### config.mk
export PLATFORM = sky130hd
export DESIGN_NAME = wb_write_port
export DESIGN_NICKNAME = d
export VERILOG_FILES = /design/src/rtl/wb_write_port.sv
export SDC_FILE = /design/constraint.sdc
export NUM_CORES = 1
export LEC_CHECK = 0
export BUFFER_PORTS_ARGS = -buffer_cell sky130_fd_sc_hd__buf_2
export CORE_UTILIZATION = 45
export CTS_BUF_LIST = sky130_fd_sc_hd__clkbuf_4
export DETAILED_ROUTE_END_ITERATION = 8
export HOLD_SLACK_MARGIN = 0.05
export PLACE_DENSITY = 0.68
export SLEW_MARGIN = 40
export SYNTH_ARGS = -nofsm -noshare
export SYNTH_HDL_FRONTEND = slang
export SYNTH_SLANG_ARGS = --single-unit
### constraint.sdc
create_clock -name clk -period 3.9 [get_ports clk]
set_input_delay 0.39 -clock clk [delete_from_list [all_inputs] [get_ports clk]]
set_output_delay 0.39 -clock clk [all_outputs]
set_load 0.01 [all_outputs]
### src/rtl/wb_write_port.sv
// wb_write_port: two-port register-file writeback arbiter with per-port FIFOs.
// Define WB_BYPASS_EN to let a winning request into an empty FIFO skip it.
module wb_fifo #(
  parameter int DW    = 64,
  parameter int AW    = 5,
  parameter int DEPTH = 2
) (
  input  logic          clk,
  input  logic          rst_n,
  input  logic          push,
  input  logic          pop,
  input  logic [AW-1:0] in_addr,
  input  logic [DW-1:0] in_data,
  output logic [AW-1:0] head_addr,
  output logic [DW-1:0] head_data,
  output logic          empty,
  output logic          full
);
  localparam int PW = (DEPTH > 1) ? $clog2(DEPTH) : 1;
  localparam int CW = $clog2(DEPTH + 1);
  localparam logic [CW-1:0] FULL_CNT = CW'(DEPTH);

  logic [AW-1:0] addr_q [DEPTH];
  logic [DW-1:0] data_q [DEPTH];
  logic [PW-1:0] wptr_q, wptr_d;
  logic [PW-1:0] rptr_q, rptr_d;
  logic [CW-1:0] cnt_q, cnt_d;

  always_comb begin
    wptr_d = wptr_q;
    rptr_d = rptr_q;
    cnt_d  = cnt_q;
    if (push) wptr_d = wptr_q + 1'b1;
    if (pop)  rptr_d = rptr_q + 1'b1;
    unique case ({push, pop})
      2'b10:   cnt_d = cnt_q + 1'b1;
      2'b01:   cnt_d = cnt_q - 1'b1;
      default: ;
    endcase
  end

  always_ff @(posedge clk) begin
    if (push) begin
      addr_q[wptr_q] <= in_addr;
      data_q[wptr_q] <= in_data;
    end
  end

  always_ff @(posedge clk) begin
    if (!rst_n) begin
      wptr_q <= '0;
      rptr_q <= '0;
      cnt_q  <= '0;
    end else begin
      wptr_q <= wptr_d;
      rptr_q <= rptr_d;
      cnt_q  <= cnt_d;
    end
  end

  assign head_addr = addr_q[rptr_q];
  assign head_data = data_q[rptr_q];
  assign empty     = (cnt_q == '0);
  assign full      = (cnt_q == FULL_CNT);
endmodule

module wb_write_port #(
  parameter int DW    = 64,
  parameter int AW    = 5,
  parameter int DEPTH = 2
) (
  input  logic          clk,
  input  logic          rst_n,
  input  logic          alu_valid,
  output logic          alu_ready,
  input  logic [AW-1:0] alu_addr,
  input  logic [DW-1:0] alu_data,
  input  logic          mem_valid,
  output logic          mem_ready,
  input  logic [AW-1:0] mem_addr,
  input  logic [DW-1:0] mem_data,
  output logic          w_en,
  output logic [AW-1:0] waddr,
  output logic [DW-1:0] wdata,
  output logic          busy
);
  logic          alu_empty, alu_full, mem_empty, mem_full;
  logic [AW-1:0] alu_head_addr, mem_head_addr;
  logic [DW-1:0] alu_head_data, mem_head_data;
  logic          alu_acc, mem_acc;
  logic          alu_push, mem_push, alu_pop, mem_pop;
  logic          alu_hv, mem_hv, gnt_alu, gnt_mem;
  logic [AW-1:0] alu_src_addr, mem_src_addr, sel_addr;
  logic [DW-1:0] alu_src_data, mem_src_data, sel_data;
  logic          rr_q, rr_d;
  logic          w_en_q, w_en_d;
  logic [AW-1:0] waddr_q, waddr_d;
  logic [DW-1:0] wdata_q, wdata_d;

  assign alu_ready = ~alu_full;
  assign mem_ready = ~mem_full;
  assign alu_acc   = alu_valid & alu_ready;
  assign mem_acc   = mem_valid & mem_ready;

  always_comb begin
`ifdef WB_BYPASS_EN
    // An incoming request into an empty FIFO competes as if it were the head.
    alu_hv       = ~alu_empty | alu_acc;
    mem_hv       = ~mem_empty | mem_acc;
    alu_src_addr = alu_empty ? alu_addr : alu_head_addr;
    alu_src_data = alu_empty ? alu_data : alu_head_data;
    mem_src_addr = mem_empty ? mem_addr : mem_head_addr;
    mem_src_data = mem_empty ? mem_data : mem_head_data;
`else
    alu_hv       = ~alu_empty;
    mem_hv       = ~mem_empty;
    alu_src_addr = alu_head_addr;
    alu_src_data = alu_head_data;
    mem_src_addr = mem_head_addr;
    mem_src_data = mem_head_data;
`endif
    gnt_alu = alu_hv & (~mem_hv | ~rr_q);
    gnt_mem = ~gnt_alu & mem_hv;
    alu_pop  = gnt_alu & ~alu_empty;
    mem_pop  = gnt_mem & ~mem_empty;
    alu_push = alu_acc & ~(gnt_alu & alu_empty);
    mem_push = mem_acc & ~(gnt_mem & mem_empty);
    rr_d = rr_q;
    if (alu_hv & mem_hv) rr_d = gnt_alu;
    sel_addr = '0;
    sel_data = '0;
    unique case (1'b1)
      gnt_alu: begin
        sel_addr = alu_src_addr;
        sel_data = alu_src_data;
      end
      gnt_mem: begin
        sel_addr = mem_src_addr;
        sel_data = mem_src_data;
      end
      default: ;
    endcase
    // r0 writes are consumed silently and leave the port registers alone.
    w_en_d  = (gnt_alu | gnt_mem) & (sel_addr != '0);
    waddr_d = w_en_d ? sel_addr : waddr_q;
    wdata_d = w_en_d ? sel_data : wdata_q;
  end

  always_ff @(posedge clk) begin
    if (!rst_n) begin
      rr_q    <= 1'b0;
      w_en_q  <= 1'b0;
      waddr_q <= '0;
      wdata_q <= '0;
    end else begin
      rr_q    <= rr_d;
      w_en_q  <= w_en_d;
      waddr_q <= waddr_d;
      wdata_q <= wdata_d;
    end
  end

  wb_fifo #(.DW(DW), .AW(AW), .DEPTH(DEPTH)) u_alu_fifo (
    .clk       (clk),
    .rst_n     (rst_n),
    .push      (alu_push),
    .pop       (alu_pop),
    .in_addr   (alu_addr),
    .in_data   (alu_data),
    .head_addr (alu_head_addr),
    .head_data (alu_head_data),
    .empty     (alu_empty),
    .full      (alu_full)
  );

  wb_fifo #(.DW(DW), .AW(AW), .DEPTH(DEPTH)) u_mem_fifo (
    .clk       (clk),
    .rst_n     (rst_n),
    .push      (mem_push),
    .pop       (mem_pop),
    .in_addr   (mem_addr),
    .in_data   (mem_data),
    .head_addr (mem_head_addr),
    .head_data (mem_head_data),
    .empty     (mem_empty),
    .full      (mem_full)
  );

  assign w_en  = w_en_q;
  assign waddr = waddr_q;
  assign wdata = wdata_q;
  assign busy  = ~alu_empty | ~mem_empty | w_en_q;
endmodule

==> qor.csv, run 1 <==
metric,value,unit
routed vias,8782,
Relative slew margins,0.4132,
initial antenna violation count,2,
total placed cells including tap cells,1372,
post-synthesis sequential area ratio,0.7418,
Synth top area share,0.6204,
mux contribution to synthesized area,0.1034,
adder and majority cell fraction of the synthesized area,0.001873,
startpoint type of the worst setup path,flop,
largest stage delay on the critical path,0.64,ns
Layout Skew,0.04263,ns
Core Region,28940,um2
total negative slack,0,ns
DRC Markers,0,
type of destination of the critical path,flop,
required time of the worst setup path,4.47,ns
count of buffers added by post-CTS timing repair for setup,0,
maximum fanout count along the critical path,38,
outcome,completed,
final routed wirelength across all metal layers,32.50,mm
number of maximum-capacitance constraint violations,0,
Gate Count Post-Synth,822,
CTS resizes,0,
cell depth of the worst flop-to-flop path,7,
Chip Height,174.3,um
ports placed on the boundary,215,
leakage power total,6.543,nW
GR Overflow Total,0,
wire length per cell after detailed routing,19.31,um
most frequently used flop master after synthesis,sky130_fd_sc_hd__edfxtp_1,
detailed-placement wirelength estimate,17.67,mm
Max Clk Rate,358.9,MHz
number of global-route vias before repair,9469,
largest family of logic cells by synthesized area,compound AO/OA/AOI/OAI gates,
kind of critical path,flop to flop,
transition time of the tightest slew-check pin,0.8802,ns
CP bufs+invs,2,
most area-consuming cells after synthesis,"sky130_fd_sc_hd__edfxtp_1, sky130_fd_sc_hd__dfxtp_1, sky130_fd_sc_hd__mux2i_1",
library cell with the largest summed area after synthesis,sky130_fd_sc_hd__edfxtp_1,
placer's final routability congestion estimate,0.7055,
number of cells on the worst hold path,4,
H-Tree Level Count,3,
number of buffers created by CTS,93,
wire length of the first global-routing pass,50.60,mm
routed via count divided by cell count,5.218,
Syn Area/Cell,16.25,um2
number of hold violations in the final report,0,
share of the synthesized area in compound gates (AO/OA/AOI/OAI),0.1129,
"Max stage delay cell, worst path",sky130_fd_sc_hd__dfxtp_4,
Clock Latency Late Sink,0.70,ns
buffer type at the clock tree root,sky130_fd_sc_hd__clkbuf_4,
Longest Clk Path Bufs,3,
num rows,62,
worst path cell trace,or4b_1 -> o22ai_1 -> o22ai_4 -> buf_8 -> or2_4 -> buf_12 -> a21oi_1,
yosys synthesis warning count,0,
clock-pin slew of the registers on the worst-case setup and hold paths,0.07,ns
max-slew violations,0,
"basic-gate share of the synthesized area counting and, or, nand and nor cells",0.01517,
Initial Utilization,0.4617,
unrepaired setup endpoints after global routing,false,
x dimension of the die,174.3,um
#FFs+latches synth,357,
total number of nets in the final design,1365,
Pre-Repair DR Iteration Count,4,
cts hold-fix bufs,138,
Antenna Nets Post-Route,0,
post-synthesis instance area,13360,um2
final-report setup violation count,0,
most common library cell in the layout ignoring fill and taps,sky130_fd_sc_hd__edfxtp_1,
maximum number of pins on one net before global-route repair,86,
unique cell type count in the Yosys netlist,29,
clk sinks,357,
total nets after synthesis,966,
worst-case vdd ir drop,0.5855,mV
GRT Util Overall,0.2160,
number of enable flip-flop cells after synthesis,276,
"count of placed standard cells in the final layout, fillers left out",1683,
post-route total power,0.01225,W
P&R area growth vs syn,31.32,%
post-route fraction of the period consumed by the critical path,0.7145,
xor and xnor fraction of the mapped netlist area,0.004589,
time the final worst path needs with I/O delays and setup,2.786,ns
Arrival @ worst endpoint,3.36,ns
I/O Buffers,214,
Hold/Removal Path Class,primary input to flop,
share of cells above drive strength 1,0.2999,
die area,30380,um2
"delay-heaviest family, CP",simple AND/OR/NAND/NOR gates,
clock tree from TritonCTS,built,
most frequent cells in the layout,"sky130_fd_sc_hd__edfxtp_1, sky130_fd_sc_hd__buf_2, sky130_fd_sc_hd__clkbuf_4, sky130_fd_sc_hd__mux2i_1, sky130_fd_sc_hd__dlygate4sd3_1",
critical path depth in cells,7,
power per unit of standard cell area,698.5,nW/um2
initial detailed-routing violation count,477,
Async SR Flop Fraction,0,
-- sequential cells by signal, indices dropped and copies added, names as in the netlist, named ones only --
register           cells
u_alu_fifo.data_q    128
u_mem_fifo.data_q    128
wdata                 64
u_alu_fifo.addr_q     10
u_mem_fifo.addr_q     10
waddr                  5
u_alu_fifo.cnt_q       2
u_mem_fifo.cnt_q       2
rr_q                   1
u_alu_fifo.rptr_q      1
u_alu_fifo.wptr_q      1
u_mem_fifo.rptr_q      1
u_mem_fifo.wptr_q      1
w_en                   1
-- synth_stat cells, types with 7 or more instances --
master / n
sky130_fd_sc_hd__edfxtp_1: 276
sky130_fd_sc_hd__mux2i_1: 138
sky130_fd_sc_hd__dfxtp_1: 81
sky130_fd_sc_hd__a21oi_1: 64
sky130_fd_sc_hd__o22a_1: 64
sky130_fd_sc_hd__o31ai_1: 64
sky130_fd_sc_hd__clkbuf_1: 50
sky130_fd_sc_hd__nand2_1: 11
sky130_fd_sc_hd__and2_1: 10
sky130_fd_sc_hd__o22ai_1: 9
sky130_fd_sc_hd__buf_2: 7
sky130_fd_sc_hd__o21ai_0: 7
sky130_fd_sc_hd__xnor2_1: 7
-- metrics by stage --
step           area, um2  hold WS, ns    util  setup WS [ns]
4_1_cts            17540       0.1621  0.6061          1.096
3_5_place_dp       14950       0.4565  0.5166          1.109
2_1_floorplan      13360       0.4802       -         0.7982
6_report           17540       0.2264  0.6063          1.114
5_1_grt            17540       0.2019  0.6062         0.9051
3_3_place_gp       14810       0.4500  0.5120         0.9316
-- path summary, 6_finish.rpt --
kind	startpoint	endpoint	slack, ns
max	flop	wdata[19]$_SDFFE_PN0P_	1.11
min	alu_valid	u_alu_fifo.wptr_q$_SDFFE_PN0P_	0.23
max reg2reg	flop	wdata[19]$_SDFFE_PN0P_	1.11
min reg2reg	waddr[0]$_SDFFE_PN0P_	waddr[0]$_SDFFE_PN0P_	0.46
-- final cells by class --
class / instances / area [um2]
diodes: 2 / 5.005
well taps: 384 / 480.5
multi-input cells: 399 / 3252
flip-flops and latches: 357 / 9917
repair buffers: 367 / 2669
clock buffers: 142 / 1066
fillers: 2250 / 11390
clock inverters: 29 / 142.6
inverters: 3 / 11.26
-- worst min-delay path, delay by kind of cell --
kind | cells | cell delay, ns
compound gates | 1 | 0.10
simple gates | 2 | 0.29
buf+inv | 1 | 0.10
-- where the power goes --
| part | leakage [nW] | switching, W | total (W) | internal (W) |
|---|---|---|---|---|
| Combinational | 2.57 | 0.00229 | 0.00384 | 0.00155 |
| Clock | 0.722 | 0.00147 | 0.00320 | 0.00173 |
| Sequential | 3.25 | 0.000382 | 0.00522 | 0.00484 |
-- per-layer routing --
layer  GRT usage  part of all wire
met5           0                 0
met4     0.07931             0.015
met2      0.3635              0.50
met1      0.2722              0.42
met3     0.04921             0.062
-- kinds of logic after synthesis --
group                      count (synthesis)
AOI/OAI and AO/OA                        215
xor gates and xnor gates                   7
adders and majority gates                  2
buffers and inverters                     66
DFF                                      357
muxes                                    138
and+or+nand+nor                           37
Power figures use the tool's default switching activity.
==> run 2, diff against run 1 <==
--- a/config.mk
+++ b/config.mk
@@ -5,6 +5,7 @@
 export SDC_FILE = /design/constraint.sdc
 export NUM_CORES = 1
 export LEC_CHECK = 0
+export ABC_AREA = 1
 export BUFFER_PORTS_ARGS = -buffer_cell sky130_fd_sc_hd__buf_2
 export CORE_UTILIZATION = 45
 export CTS_BUF_LIST = sky130_fd_sc_hd__clkbuf_4
==> constraint.sdc (replaced) <==
create_clock -name clk -period 2.43 [get_ports clk]
set_input_delay 0.243 -clock clk [delete_from_list [all_inputs] [get_ports clk]]
set_output_delay 0.243 -clock clk [all_outputs]
set_load 0.01 [all_outputs]
==> qor.csv, run 2 <==
metric,value,unit,change
x dimension of the die,178.2,um,+2.3%
Pre-Repair DR Iteration Count,5,,+1
buffer type at the clock tree root,sky130_fd_sc_hd__clkbuf_4,,
library cell with the largest summed area after synthesis,sky130_fd_sc_hd__edfxtp_1,,
detailed-placement wirelength estimate,20.91,mm,+18%
startpoint type of the worst setup path,flop,,
die area,31760,um2,+4.6%
Longest Clk Path Bufs,3,,unchanged
number of hold violations in the final report,0,,unchanged
post-synthesis instance area,13970,um2,+4.6%
number of global-route vias before repair,10550,,+11%
Initial Utilization,0.4568,,-0.004841
maximum fanout count along the critical path,27,,-29%
max-slew violations,0,,unchanged
required time of the worst setup path,3.01,ns,-1.46 ns
Chip Height,178.2,um,+2.3%
GRT Util Overall,0.2318,,+0.01585
H-Tree Level Count,3,,unchanged
post-route fraction of the period consumed by the critical path,0.8367,,+0.1222
routed vias,10510,,+20%
post-synthesis sequential area ratio,0.7091,,-0.03268
wire length per cell after detailed routing,17.56,um,-9.1%
unrepaired setup endpoints after global routing,false,,
ports placed on the boundary,215,,unchanged
Core Region,30590,um2,+5.7%
Async SR Flop Fraction,0,,unchanged
most instantiated library cell after synthesis,sky130_fd_sc_hd__nor2_1,,
kind of critical path,flop to flop,,
type of destination of the critical path,flop,,
total number of nets in the final design,1755,,+29%
Max Clk Rate,491.9,MHz,+37%
Synth top area share,0.5931,,-0.02733
maximum number of pins on one net before global-route repair,70,,-19%
xor and xnor fraction of the mapped netlist area,0,,-0.004589
wire length of the first global-routing pass,55.81,mm,+10%
CTS resizes,0,,unchanged
finished layout cell area,18250,um2,+4.1%
transition time of the tightest slew-check pin,0.6234,ns,-0.2568 ns
final-report setup violation count,0,,unchanged
leakage power total,7.342,nW,+12%
worst-case vdd ir drop,0.7506,mV,+28%
largest family of logic cells by synthesized area,simple AND/OR/NAND/NOR gates,,
Relative slew margins,0.5844,,+0.1712
total placed cells including tap cells,1774,,+29%
M1 WL,15.00,mm,+9.2%
adder and majority cell fraction of the synthesized area,0.001791,,-0.00008251
DRC Markers,0,,unchanged
placed inst area,15630,um2,+4.6%
initial detailed-routing violation count,596,,+25%
post-route total power,0.02195,W,+79%
number of buffers created by CTS,90,,-3.2%
placer's final routability congestion estimate,0.7882,,+12%
Layout Skew,0.05936,ns,+0.01673 ns
power per unit of standard cell area,1202,nW/um2,+72%
final-layout worst hold slack,0.2376,ns,+0.01122 ns
clock tree from TritonCTS,built,,
most common library cell in the layout ignoring fill and taps,sky130_fd_sc_hd__edfxtp_1,,
most frequently used flop master after synthesis,sky130_fd_sc_hd__edfxtp_1,,
initial antenna violation count,3,,+1
"basic-gate share of the synthesized area counting and, or, nand and nor cells",0.1617,,+0.1465
P&R area growth vs syn,30.62,%,
number of enable flip-flop cells after synthesis,276,,unchanged
I/O Buffers,214,,unchanged
clk sinks,357,,unchanged
most area-consuming cells after synthesis,"sky130_fd_sc_hd__edfxtp_1, sky130_fd_sc_hd__dfxtp_1, sky130_fd_sc_hd__nor2_1",,
routed via count divided by cell count,5.047,,-3.3%
met3 wire length,2.984,mm,+47%
time the final worst path needs with I/O delays and setup,2.033,ns,-0.7533 ns
top cells by instance count after synthesis,"sky130_fd_sc_hd__nor2_1, sky130_fd_sc_hd__edfxtp_1, sky130_fd_sc_hd__nand2_1",,
Clock Latency Late Sink,0.73,ns,+0.03 ns
most frequent cells in the layout,"sky130_fd_sc_hd__edfxtp_1, sky130_fd_sc_hd__nor2_1, sky130_fd_sc_hd__buf_2, sky130_fd_sc_hd__clkbuf_4, sky130_fd_sc_hd__dlygate4sd3_1",,
share of cells above drive strength 1,0.2803,,-0.01964
outcome,completed,,
total nets after synthesis,1356,,+40%
mux contribution to synthesized area,0,,-0.1034
number of maximum-capacitance constraint violations,0,,unchanged
Antenna Nets Post-Route,0,,unchanged
total negative slack,0,ns,unchanged
final routed wirelength across all metal layers,36.56,mm,+12%
share of the synthesized area in compound gates (AO/OA/AOI/OAI),0.08112,,-0.03174
highest layer used for signal routing,met5,,
Syn Area/Cell,11.53,um2,-29%
Hold/Removal Path Class,primary input to flop,,
"count of placed standard cells in the final layout, fillers left out",2082,,+24%
num rows,64,,+3.2%
GR Overflow Total,0,,unchanged
Arrival @ worst endpoint,2.61,ns,-0.75 ns
#FFs+latches synth,357,,unchanged
total met2 wirelength after detailed routing,17.90,mm,+10%
yosys synthesis warning count,0,,unchanged
unique cell type count in the Yosys netlist,27,,-6.9%
clock-pin slew of the registers on the worst-case setup and hold paths,0.07,ns,about the same
Gate Count Post-Synth,1212,,+47%
[run 2: worst paths after layout]
check / startpoint / end / slack, ns / cells after the start
worst min-delay path: alu_data[28] / u_alu_fifo.data_q[1][28]$_DFFE_PP_ / 0.24 / 2
worst max-delay path: u_alu_fifo.cnt_q[0]$_SDFFE_PN0P_ / wdata[48]$_SDFFE_PN0P_ / 0.40 / 10
worst min register to register: u_alu_fifo.rptr_q$_SDFFE_PN0P_ / flop / 0.44 / 1
worst max register to register: u_alu_fifo.cnt_q[0]$_SDFFE_PN0P_ / wdata[48]$_SDFFE_PN0P_ / 0.40 / 10
[run 2: per-stage QoR]
stage / util / worst slack [ns]
global placement: 0.5110 / 0.4674
finish: 0.5967 / 0.3969
global route: 0.5967 / 0.1181
detailed placement: 0.5110 / 0.3982
CTS: 0.5966 / 0.3918
floorplan: - / -0.5368
[run 2: layout make-up]
cell class	count	area, um2
Fill cell	2510	12340
Sequential cell	357	9915
Multi-Input combinational cell	693	3473
Timing Repair Buffer	381	2830
Clock buffer	144	1081
Tap cell	396	495.5
Inverter	88	330.3
Clock inverter	21	123.9
Antenna cell	2	5.005
[run 2: power by group]
part,internal (W),switching [W]
Clock,0.00279,0.00238
Combinational,0.00296,0.00554
Sequential,0.00779,0.000494
Total,0.0135,0.00841
[run 2: repair_timing]
action | CTS | global route
buffers inserted | 0 | 0
hold buffers | 141 | 0
hold endpoints to repair | 314 | 0
[run 2: cells by family after synthesis]
kind of cell    Yosys count
simple gates            533
flops                   357
buf+inv                 162
compound gates          158
fa+ha+maj                 2
[run 2: routing by layer]
metal	GRT usage	up-vias
li1	-	5043
met1	0.2901	4975
met2	0.3922	429
met3	0.05435	59
met4	0.08298	2
met5	0	-
[run 2: worst max-delay path, stage by stage (launching register included)]
cell and delay (ns):
sky130_fd_sc_hd__dfxtp_1 0.42, sky130_fd_sc_hd__nor2_1 0.13, sky130_fd_sc_hd__o21ai_0 0.35, sky130_fd_sc_hd__nor2_1 0.07, sky130_fd_sc_hd__nor2_1 0.10, sky130_fd_sc_hd__nand2_1 0.10
sky130_fd_sc_hd__nor2_4 0.13, sky130_fd_sc_hd__buf_4 0.34, sky130_fd_sc_hd__nand3_1 0.14, sky130_fd_sc_hd__nand2_1 0.08, sky130_fd_sc_hd__nor2_1 0.04
==> run 3, diff against run 2 <==
==> constraint.sdc (replaced) <==
create_clock -name clk -period 1.8 [get_ports clk]
set_input_delay 0.18 -clock clk [delete_from_list [all_inputs] [get_ports clk]]
set_output_delay 0.18 -clock clk [all_outputs]
set_load 0.01 [all_outputs]
==> qor.csv, run 3 (synthesis gave the netlist of run 2 again) <==
metric,value,unit,change
outcome,"complete, but fails checks",,
violated checks,negative setup slack,,
Core Region,30590,um2,unchanged
"Max stage delay cell, worst path",sky130_fd_sc_hd__dfxtp_4,,
routed vias,10850,,+3.3%
number of maximum-capacitance constraint violations,0,,unchanged
worst path cell trace,inv_4 -> nand2_4 -> a21oi_4 -> nand2_1 -> nand2_2 -> nor2_1 -> nand2_2 -> nor2_4 -> buf_12 -> clkbuf_16 -> nor2_2 -> nor2_1,,
final routed wirelength across all metal layers,39.48,mm,+8.0%
total negative slack,-0.006537,ns,-0.006537 ns
buffer type at the clock tree root,sky130_fd_sc_hd__clkbuf_4,,
FF-to-FF setup slack,-0.007,ns,-0.40 ns
initial detailed-routing violation count,701,,+18%
kind of critical path,flop to flop,,
Chip Height,178.2,um,unchanged
power per unit of standard cell area,1762,nW/um2,+47%
DRC Markers,0,,unchanged
post-route fraction of the period consumed by the critical path,1.004,,+0.1670
maximum fanout count along the critical path,8,,-70%
number of cells on the worst hold path,2,,unchanged
share of cells above drive strength 1,0.3399,,+0.05961
M1 WL,15.95,mm,+6.3%
Layout Skew,0.06700,ns,+0.007640 ns
clk sinks,357,,unchanged
Antenna Nets Post-Route,0,,unchanged
largest stage delay on the critical path,0.37,ns,-0.05 ns
post-layout utilization of the core,0.6270,,+0.03023
Initial Utilization,0.4568,,unchanged
startpoint of the worst hold path,mem_data[39],,
Max Clk Rate,553.5,MHz,+13%
Clock Latency Late Sink,0.73,ns,about the same
unrepaired setup endpoints after global routing,true,,
placer's final routability congestion estimate,0.8161,,+3.5%
max-slew violations,0,,unchanged
most frequent cells in the layout,"sky130_fd_sc_hd__edfxtp_1, sky130_fd_sc_hd__nor2_1, sky130_fd_sc_hd__buf_2, sky130_fd_sc_hd__clkbuf_4, sky130_fd_sc_hd__dlygate4sd3_1",,
number of buffers created by CTS,89,,-1.1%
x dimension of the die,178.2,um,unchanged
Longest Clk Path Bufs,3,,unchanged
total number of nets in the final design,1800,,+2.6%
initial antenna violation count,1,,-2
number of hold violations in the final report,0,,unchanged
ports placed on the boundary,215,,unchanged
wire length of the first global-routing pass,56.81,mm,+1.8%
startpoint type of the worst setup path,flop,,
total met2 wirelength after detailed routing,19.88,mm,+11%
Arrival @ worst endpoint,2.37,ns,-0.24 ns
number of global-route vias before repair,10750,,+1.9%
maximum number of pins on one net before global-route repair,49,,-30%
H-Tree Level Count,3,,unchanged
final-report setup violation count,1,,+1
clock-pin slew of the registers on the worst-case setup and hold paths,0.07,ns,about the same
num rows,64,,unchanged
Relative slew margins,0.6047,,+0.02028
leakage power total,7.751,nW,+5.6%
Hold/Removal Path Class,primary input to flop,,
I/O Buffers,214,,unchanged
cell depth of the worst flop-to-flop path,12,,+2
worst hold path endpoint,u_mem_fifo.data_q[1][39]$_DFFE_PP_,,
R2R Path Start,u_alu_fifo.cnt_q[0]$_SDFFE_PN0P_,,
most common library cell in the layout ignoring fill and taps,sky130_fd_sc_hd__edfxtp_1,,
reg-to-reg endpoint,wdata[15]$_SDFFE_PN0P_,,
met3 wire length,2.654,mm,-11%
post-route worst setup slack,-0.006537,ns,-0.4035 ns
type of destination of the critical path,flop,,
time the final worst path needs with I/O delays and setup,1.807,ns,-0.2265 ns
worst-case vdd ir drop,1.031,mV,+37%
clock tree from TritonCTS,built,,
wire length per cell after detailed routing,18.59,um,+5.8%
Pre-Repair DR Iteration Count,5,,unchanged
P&R area growth vs syn,37.24,%,
detailed-placement wirelength estimate,21.46,mm,+2.7%
transition time of the tightest slew-check pin,0.5930,ns,-0.03042 ns
die area,31760,um2,unchanged
GRT Util Overall,0.2352,,+0.003328
placed inst area,15840,um2,+1.3%
finished layout cell area,19180,um2,+5.1%
GR Overflow Total,0,,unchanged
required time of the worst setup path,2.37,ns,-0.64 ns
routed via count divided by cell count,5.108,,+1.2%
highest layer used for signal routing,met4,,
run 3: changes by cell type in the layout (fill, tap and decap cells not counted), moves of 9 or more:
cell / previous run / this run
sky130_fd_sc_hd__buf_4: 15 / 37
sky130_fd_sc_hd__nand2_1: 116 / 102
sky130_fd_sc_hd__buf_12: 12 / 21
sky130_fd_sc_hd__nand2_2: 0 / 9
sky130_fd_sc_hd__nand3_1: 68 / 56
sky130_fd_sc_hd__nor2_1: 273 / 240
sky130_fd_sc_hd__nor2_2: 1 / 30
sky130_fd_sc_hd__nand3_2: 0 / 12
run 3: layer usage:
layer,up-vias,track usage
met1,5217,0.2849
met2,435,0.4112
met3,77,0.05094
met4,0,0.08545
met5,-,0
li1,5121,-
run 3: per-stage QoR:
stage	setup slack [ns]	std cells	total power [W]	hold WS [ns]
detailed placement	-0.07220	1794	0.02293	0.3707
global placement	-0.02512	1794	0.02267	0.3668
floorplan	-0.2229	1212	0.01867	0.2789
global route	-0.09560	2124	0.03577	0.1252
finish	-0.006537	2124	0.03379	0.1866
CTS	-0.02341	2097	0.03056	0.1181
run 3: timing repair:
action / CTS / global route
pin swaps: 0 / 22
hold buffers: 141 / 0
gates cloned: 0 / 11
endpoints found under the setup margin: 66 / 72
hold endpoints to repair: 315 / 0
gates resized for setup: 7 / 98
buffers inserted: 0 / 15
run 3: final cells by class:
class                   count  area [um2]
fillers                  2369       11410
flip-flops and latches    357        9933
multi-input cells         693        3715
repair buffers            427        3452
clock buffers             145        1089
well taps                 396       495.5
inverters                  88       335.3
clock inverters            17       156.4
diodes                      1       2.502
run 3: worst max-delay path by stage:
stage	startpoint	endpoint	slack (ns)
2_1_floorplan	u_mem_fifo.cnt_q[0]$_SDFFE_PN0P_	u_mem_fifo.addr_q[1][0]$_DFFE_PP_	-0.22
3_3_place_gp	u_mem_fifo.cnt_q[0]$_SDFFE_PN0P_	wdata[38]$_SDFFE_PN0P_	-0.03
3_5_place_dp	flop	wdata[55]$_SDFFE_PN0P_	-0.07
4_1_cts	u_alu_fifo.cnt_q[0]$_SDFFE_PN0P_	busy	-0.02
5_1_grt	u_alu_fifo.addr_q[0][2]$_DFFE_PP_	wdata[46]$_SDFFE_PN0P_	-0.1
6_report	u_alu_fifo.cnt_q[0]$_SDFFE_PN0P_	wdata[15]$_SDFFE_PN0P_	-0.007
run 3: power by group:
part	internal, W	switching, W	total (W)
Combinational	0.00635	0.00894	0.0153
Clock	0.00407	0.00319	0.00725
Sequential	0.0105	0.000704	0.0113
run 3: critical path, delay by kind of cell, from the launching register on:
family                 cells  cell delay (ns)
buffers and inverters      3             0.41
and+or+nand+nor            8             0.62
AOI/OAI and AO/OA          1             0.28
DFF                        1             0.37
